**src/rtl/operand_decode_stage.sv**
```systemverilog
// Register-read decode stage: field extraction, write scoreboard with RAW/WAW
// stall, and a one-entry valid/ready output register toward the read stage.
module operand_decode_stage #(
  parameter int                   INSTR_W     = 32,
  parameter int                   OPC_W       = 5,
  parameter int                   REG_W       = 5,
  parameter logic [2**OPC_W-1:0]  RD_SRC_MASK = 32'h0000_00D4,
  parameter logic [2**OPC_W-1:0]  WRITES_MASK = 32'h0000_0121,
  parameter int                   STALL_CNT_W = 16
) (
  input  logic                   clock,
  input  logic                   reset,
  input  logic                   in_valid,
  output logic                   in_ready,
  input  logic [INSTR_W-1:0]     instruction,
  output logic                   out_valid,
  input  logic                   out_ready,
  output logic [OPC_W-1:0]       out_opcode,
  output logic [REG_W-1:0]       reg_S1,
  output logic [REG_W-1:0]       reg_S2,
  output logic [REG_W-1:0]       reg_D,
  output logic                   rd_rt,
  output logic                   writes_rd,
  input  logic                   wb_valid,
  input  logic [REG_W-1:0]       wb_reg,
  input  logic                   flush,
  output logic                   hazard,
  output logic [STALL_CNT_W-1:0] stall_count
);

  localparam int NREG   = 2**REG_W;
  localparam int RD_MSB = INSTR_W - OPC_W - 1;
  localparam int RS_MSB = RD_MSB - REG_W;
  localparam int RT_MSB = RS_MSB - REG_W;

  logic [OPC_W-1:0] dec_opc;
  logic [REG_W-1:0] dec_rd, dec_rs, dec_rt, dec_s2;
  logic             dec_rd_rt, dec_writes;
  logic             unused_low_bits;

  assign dec_opc    = instruction[INSTR_W-1 -: OPC_W];
  assign dec_rd     = instruction[RD_MSB -: REG_W];
  assign dec_rs     = instruction[RS_MSB -: REG_W];
  assign dec_rt     = instruction[RT_MSB -: REG_W];
  assign dec_rd_rt  = RD_SRC_MASK[dec_opc];
  assign dec_s2     = dec_rd_rt ? dec_rd : dec_rt;
  assign dec_writes = WRITES_MASK[dec_opc] & (dec_rd != '0);
  assign unused_low_bits = ^instruction[RT_MSB-REG_W:0];

  logic [NREG-1:0] pending, pending_nxt, wb_mask, pend_eff;
  logic            hazard_core, accept;

  // NOTE: every always_comb output gets a default first so no path leaves it unassigned (no latch).
  always_comb begin
    wb_mask = '0;
    if (wb_valid) wb_mask[wb_reg] = 1'b1;
  end

  // A retiring write is visible the same cycle because the register file writes through.
  assign pend_eff    = pending & ~wb_mask;
  assign hazard_core = pend_eff[dec_rs] | pend_eff[dec_s2] | (dec_writes & pend_eff[dec_rd]);
  assign hazard      = in_valid & hazard_core;
  assign in_ready    = reset & ~flush & ~hazard_core & (~out_valid | out_ready);
  assign accept      = in_valid & in_ready;

  // Order matters: flush rollback, then writeback clear, then the accept set wins.
  always_comb begin
    pending_nxt = pending;
    if (flush && out_valid && writes_rd) pending_nxt[reg_D] = 1'b0;
    pending_nxt = pending_nxt & ~wb_mask;
    if (accept && dec_writes) pending_nxt[dec_rd] = 1'b1;
    pending_nxt[0] = 1'b0;
  end

  // NOTE: sequential state uses non-blocking assignments so every register samples pre-edge values.
  always_ff @(posedge clock) begin
    if (!reset) begin
      // NOTE: the scoreboard is only NREG flag bits, so it is reset like ordinary state.
      pending     <= '0;
      out_valid   <= 1'b0;
      out_opcode  <= '0;
      reg_S1      <= '0;
      reg_S2      <= '0;
      reg_D       <= '0;
      rd_rt       <= 1'b0;
      writes_rd   <= 1'b0;
      stall_count <= '0;
    end else begin
      pending <= pending_nxt;
      if (flush) begin
        out_valid <= 1'b0;
      end else if (accept) begin
        out_valid  <= 1'b1;
        out_opcode <= dec_opc;
        reg_S1     <= dec_rs;
        reg_S2     <= dec_s2;
        reg_D      <= dec_rd;
        rd_rt      <= dec_rd_rt;
        writes_rd  <= dec_writes;
      end else if (out_ready) begin
        out_valid <= 1'b0;
      end
      if (hazard && (stall_count != '1)) stall_count <= stall_count + STALL_CNT_W'(1);
    end
  end

endmodule

```
**config.mk**
```make
export PLATFORM = sky130hd
export DESIGN_NAME = operand_decode_stage
export DESIGN_NICKNAME = d
export VERILOG_FILES = /design/src/rtl/operand_decode_stage.sv
export SDC_FILE = /design/constraint.sdc
export NUM_CORES = 1
export LEC_CHECK = 0
export BUFFER_PORTS_ARGS = -buffer_cell sky130_fd_sc_hd__buf_2
export CAP_MARGIN = 20
export CORE_ASPECT_RATIO = 0.8
export CORE_MARGIN = 1.5
export CORE_UTILIZATION = 50
export DETAILED_ROUTE_END_ITERATION = 7
export PLACE_DENSITY = 0.81
export SLEW_MARGIN = 30
export SYNTH_ARGS = -nofsm -noshare
export SYNTH_HDL_FRONTEND = slang
export SYNTH_SLANG_ARGS = --single-unit
```
**constraint.sdc**
```tcl
create_clock -name clock -period 4.96 [get_ports clock]
set_input_delay 0.992 -clock clock [delete_from_list [all_inputs] [get_ports clock]]
set_output_delay 0.992 -clock clock [all_outputs]
set_load 0.01 [all_outputs]
```
Word level (Yosys, flattened, before mapping)
Memory sizes are Yosys's and may differ from the RTL's.
Cells that the tools add are included.
- logic and storage cells: 74
- register bits after elaboration: 71
- input port bits: 43
- memories: 2
- bits in read-only memories: 64
- output and inout port bits: 41
- reduce and logical (&&, ||, !) cells: 11
- $lt $le $gt $ge: 9
- add/subtract/negate cells: 1
- equality and inequality tests: 1
- muxes and demuxes: 20
- bitwise logic cells: 20
- memory list (memory ; words ; bits a word ; read ports ; clocked after Yosys merged registers in ; write ports ; line ; RTL):
    (no name shown) ; 32 ; 1 ; 1 ; 0 ; 0 ; 47 ; assign dec_writes = WRITES_MASK[dec_opc] & (dec_rd != '0);
    (no name shown) ; 32 ; 1 ; 1 ; 0 ; 0 ; 45 ; assign dec_rd_rt = RD_SRC_MASK[dec_opc];
- operators by type and width (cell ; count):
    $and A32 B32 Y32 ; 3
    $mux W32 ; 3
    $not A32 Y32 ; 2
    $lt A5 B6 Y1 const B ; 6
    $or A32 B32 Y32 ; 1
    $add A16 B1 Y16 const B ; 1
    $ne A16 B16 Y1 const B ; 1
    $bmux W1 S5 ; 3
    $demux W1 S5 ; 3
    $ge A5 B1 Y1 const B ; 3
    $mux W1 ; 10
    $and A1 B1 Y1 ; 7
    $logic_and A1 B1 Y1 ; 7
    $mux W5 ; 1
    $reduce_bool A5 Y1 ; 1
    $not A1 Y1 ; 4
    $or A1 B1 Y1 ; 3
    $reduce_and A2 Y1 ; 1
    $reduce_bool A2 Y1 ; 1
    $reduce_or A2 Y1 ; 1

Logic depth before layout (Yosys ltp)
- depth after elaboration: 17
- gate-level depth with buffers: 13
- mapped depth without buffers: 9

Least setup slack after synthesis
OpenSTA, ideal clock, no wires.
- path type: in2out
- from: in wb_reg[0]
- to: out in_ready
- data arrival time: 3.500 ns
- path slack: 0.468 ns
- data required time: 3.968 ns
- stages on the path: 11
- path through: buf_6 > or2_0 > clkbuf_2 > o21a_1 > mux4_2 > a31o_1 > nor3_2 > o32ai_1 > nor3_1 > clkbuf_1 > and2_1
- longest elaborated chain between the ends: 14
- elaborated cells between the ends (all ways): 20
- classes of those cells: order compare: 2; mux: 9; bitwise: 8; reduce/logical: 1
- ends and longest elaborated chain (what ; line ; RTL):
    start, declared ; 25 ; input logic [REG_W-1:0] wb_reg,
    $lt A5 B6 Y1 (implied by the code) / $ge A5 B1 Y1 (equally long branches) ; 56 ; if (wb_valid) wb_mask[wb_reg] = 1'b1;
    $logic_and A1 B1 Y1 (implied by the code) ; 56 ;
    $mux W1 (implied by the code) ; 56 ;
    $demux W1 S5 (*) ; 56 ;
    $mux W32 (*) ; 56 ;
    $not A32 Y32 (*) ; 60 ; assign pend_eff = pending & ~wb_mask;
    $and A32 B32 Y32 (*) ; 60 ;
    $bmux W1 S5 ; 61 ; assign hazard_core = pend_eff[dec_rs] | pend_eff[dec_s2] | (dec_writes & pend_eff[dec_rd]);
    $mux W1 (implied by the code) ; 61 ;
    $or A1 B1 Y1 / $and A1 B1 Y1 (equally long branches) ; 61 ;
    $or A1 B1 Y1 (*) ; 61 ;
    $not A1 Y1 (*) ; 63 ; assign in_ready = reset & ~flush & ~hazard_core & (~out_valid | out_ready);
    $and A1 B1 Y1 (*) (2 in series) ; 63 ;
    end, declared ; 14 ; output logic in_ready,
Every way passes the cells marked *; elsewhere a longest branch is shown, timed or not. The select of a mux whose other input is x is not followed.

Worst setup path in the final report
- from: in wb_reg[1]
- to: out in_ready
The elaborated chain is that of the path after synthesis.

==> results.sh <==
export IMPL_status="finished, final reports clean"
export IMPL_tightest_slew_ns=0.797
export IMPL_p_comb_frac=0.141
export IMPL_tritoncts="done"
export IMPL_syn2layout_area_growth_pct=16.7
export IMPL_initial_utilization=0.513
export IMPL_synth_cell_types=71
export IMPL_r2r_start="pending[15]$_SDFF_PN0_"
export IMPL_synth_cells=574
export IMPL_async_reset_ff_frac=0
export IMPL_htreeDepth=3
export IMPL_grt_pass1_wl_um=23700
export IMPL_worst_slew_margin_rel=0.465
export IMPL_p_int_mw=1.03
export IMPL_path_clk_slew_ns=0.06
export IMPL_synth_area_leader_cell="dfxtp_1"
export IMPL_crit_start="wb_reg[1]"
export IMPL_fill_cells=805
export IMPL_finalInstanceArea_sq_um=5380
export IMPL_numCtsBuffers=9
export IMPL_synth_top_cell_area_share=0.304
export IMPL_vias_per_cell=6.82
export IMPL_ys_seq_area_frac=0.304
export IMPL_core_area_sq_um=9000
export IMPL_grt_use_total=0.326
export IMPL_holdPathEnd="out_opcode[3]$_SDFFE_PN0P_"
export IMPL_hold_start="out_opcode[3]$_SDFFE_PN0P_"
export IMPL_clock_path_buffers=2
export IMPL_hpwlAfterDp_um=11600
export IMPL_dr_pass1_iters=5
export IMPL_antenna_found_initial=0
export IMPL_p_seq_frac=0.402
export IMPL_ys_ff_latch=70
export IMPL_drv_slew=0
export IMPL_fin_crit_sh=0.966
export IMPL_timing_reg2reg_setup_slack_ns=1.62
export IMPL_required_ns=3.97
export IMPL_power_density_nw_per_um2=269
export IMPL_nets=677
export IMPL_io_pins=84
export IMPL_critPathBufInv=2
export IMPL_switching_share=0.286
export IMPL_slowest_stage="or4b_2"
export IMPL_grt_start_max_net_pins=69
export IMPL_end_kind="output pin"
export IMPL_worst_setup_path_start_kind="primary input"
export IMPL_antennaDiodeCount=0
export IMPL_cts_setup_buffers=0
export IMPL_path_cells="buf_2 > nand2b_1 > o21ai_0 > o2111ai_1 > o311ai_0 > or4b_2 > o21ai_1 > nor3_2 > and2_1 > buf_2"
export IMPL_yosys_top_cells_area="dfxtp_1 (30%), o211ai_1 (7.2%), o21ai_0 (6.3%)"
export IMPL_drive_above_1_share=0.210
export IMPL_max_stage_delay_ns=0.74
export IMPL_r2r_end="pending[31]$_SDFF_PN0_"
export IMPL_antenna_left=0
export IMPL_cts_hold_buf=0
export IMPL_finalClockSkew_ns=0.00763
export IMPL_clock_sinks=70
export IMPL_vias=5136
export IMPL_die_y_um=88.9
export IMPL_gp_congestion=1.02
export IMPL_fin_crit_ns=4.79
export IMPL_clk_latency_ns=0.34
export IMPL_port_buffers=71
export IMPL_ctsResizeCount=0
export IMPL_cts_root_buf="clkbuf_16"
export IMPL_critPathArrivalTime_ns=3.80
export IMPL_drt_wl_total_um=16200
export IMPL_synth_edf_count=0
export IMPL_clock_fmax_mhz=209
export IMPL_min_path_cells=2
export IMPL_setup_worst_path_class="in -> out"
export IMPL_crit_path_frequent_cell="buf_2"
export IMPL_power_switching_mw=0.413
export IMPL_vdd_drop_max_mv=0.133
export IMPL_grt_pass1_vias=4400
export IMPL_critPathMaxFanout=11
export IMPL_drc=0
export IMPL_setup_tns_ns=0
export IMPL_drt_initial_drc_count=729
export IMPL_syn_cell_area_sq_um=4610
export IMPL_rsz0062_at_grt="no"
export IMPL_cap_violations=0
export IMPL_avgSynthCellArea_sq_um=8.04
export IMPL_die_w_um=110
export IMPL_critical_path_top_delay_family="simple AND/OR/NAND/NOR gates"
export IMPL_r2r_cells=8
export IMPL_synthFlopType="dfxtp_1"
export IMPL_row_count=31
export IMPL_syn_nets=618
export IMPL_pwr_share_clk=0.457
export IMPL_die_area_sq_um=9820
export IMPL_setup_viol=0
export IMPL_wl_per_cell_um=21.5
export IMPL_gr_total_overflow=0
export IMPL_p_leak_nw=1.99
export IMPL_dpl_cell_area_sq_um=5080
export IMPL_hold_viol_final=0
export IMPL_yosysWarnings=0
export IMPL_min_path_type="reg -> reg"
how the worst max path moves through the flow:
| stage | endpoint | slack, ns | cells past startpoint |
|---|---|---|---|
| 2_1_floorplan | in_ready | 0.47 | 11 |
| 3_5_place_dp | in_ready | 0.33 | 10 |
| 4_1_cts | in_ready | 0.28 | 10 |
| 3_3_place_gp | in_ready | 0.31 | 10 |
| 5_1_grt | in_ready | 0.11 | 11 |
| 6_report | in_ready | 0.17 | 10 |
synth_stat cells, drive strengths merged (4+ instances only):
cell type / instances
and3: 4
o2111ai: 5
nand3b: 5
inv: 21
nor2b: 5
a21oi: 16
mux2i: 22
or3: 12
o211ai: 44
nand2: 32
o31ai: 5
nor3: 8
o21ai: 77
nand3: 41
o21a: 23
mux4: 6
clkbuf: 30
buf: 13
nand4: 18
mux2: 4
nand2b: 17
dfxtp: 70
or4: 6
nor2: 25
state kept, by name (all words and copies together), names as in the netlist:
register	count
pending	31
reg_S2	5
rd_rt	1
stall_count	16
reg_D	5
reg_S1	5
writes_rd	1
out_opcode	5
out_valid	1
power groups by stage:
| stage | Clock, mW | Combinational [mW] | Sequential (mW) |
|---|---|---|---|
| 2_1_floorplan | 0 | 0.118 | 0.597 |
| 3_3_place_gp | 0 | 0.192 | 0.594 |
| 3_5_place_dp | 0 | 0.195 | 0.594 |
| 4_1_cts | 0.663 | 0.197 | 0.582 |
| 5_1_grt | 0.688 | 0.218 | 0.583 |
| 6_report | 0.661 | 0.203 | 0.582 |
cells by family (layout without fill, tap and decap cells):
family	Yosys count	in the layout	share of synthesized area
AOI/OAI and AO/OA	203	203	0.294
and+or+nand+nor	200	200	0.250
DFF	70	70	0.304
buffers and inverters	66	130	0.0583
muxes	32	32	0.0868
xor gates and xnor gates	2	2	0.00380
adders and majority gates	1	1	0.00271
worst register-to-register path: stages (launching register included):
cell     delay [ns]
dfxtp_1        0.31
o21a_1         0.16
mux4_2         0.48
a31o_1         0.26
nor3_2         0.25
o32ai_1        0.16
or4b_4         0.59
or4_1          0.81
o21ai_1        0.24
through the flow:
step	utilization	hold WS [ns]	power, mW	instances	setup WS (ns)
floorplan	-	0.492	0.715	574	0.468
global route	0.598	0.488	1.49	753	0.111
finish	0.598	0.470	1.45	753	0.169
detailed placement	0.565	0.463	0.790	737	0.329
CTS	0.598	0.477	1.44	753	0.283
global placement	0.565	0.450	0.786	737	0.310
area by class of cell:
| class | instances | area (sq um) | share of cell area |
|---|---|---|---|
| clock buffer | 10 | 229 | 0.0425 |
| tap | 115 | 144 | 0.0267 |
| clock inverter | 6 | 70.1 | 0.0130 |
| timing repair buffer | 91 | 505 | 0.0939 |
| sequential | 70 | 1400 | 0.260 |
| multi-input combinational | 438 | 2950 | 0.548 |
| inverter | 23 | 86.3 | 0.0160 |
layer usage:
metal | vias up | wire, um | GRT usage
met5 | - | 0 | 0
met4 | 0 | 424 | 0.113
met3 | 53 | 2220 | 0.115
met2 | 388 | 6850 | 0.464
met1 | 2381 | 6710 | 0.457
li1 | 2314 | - | -
cells in the final DEF, fill, tap and decap left out, drive strengths merged, types with 4 or more instances in the layout:
master    n
a21oi    16
o21a     23
inv      22
nand2    32
nand2b   17
nor2b     5
dfxtp    70
nor3      8
o31ai     5
mux4      6
nand3    41
buf      91
mux2      4
o21ai    77
or3      12
clkbuf   10
mux2i    22
o211ai   44
or4       6
nand4    18
clkinv    6
nand3b    5
o2111ai   5
nor2     25
and3      4
Power figures use the tool's default switching activity.
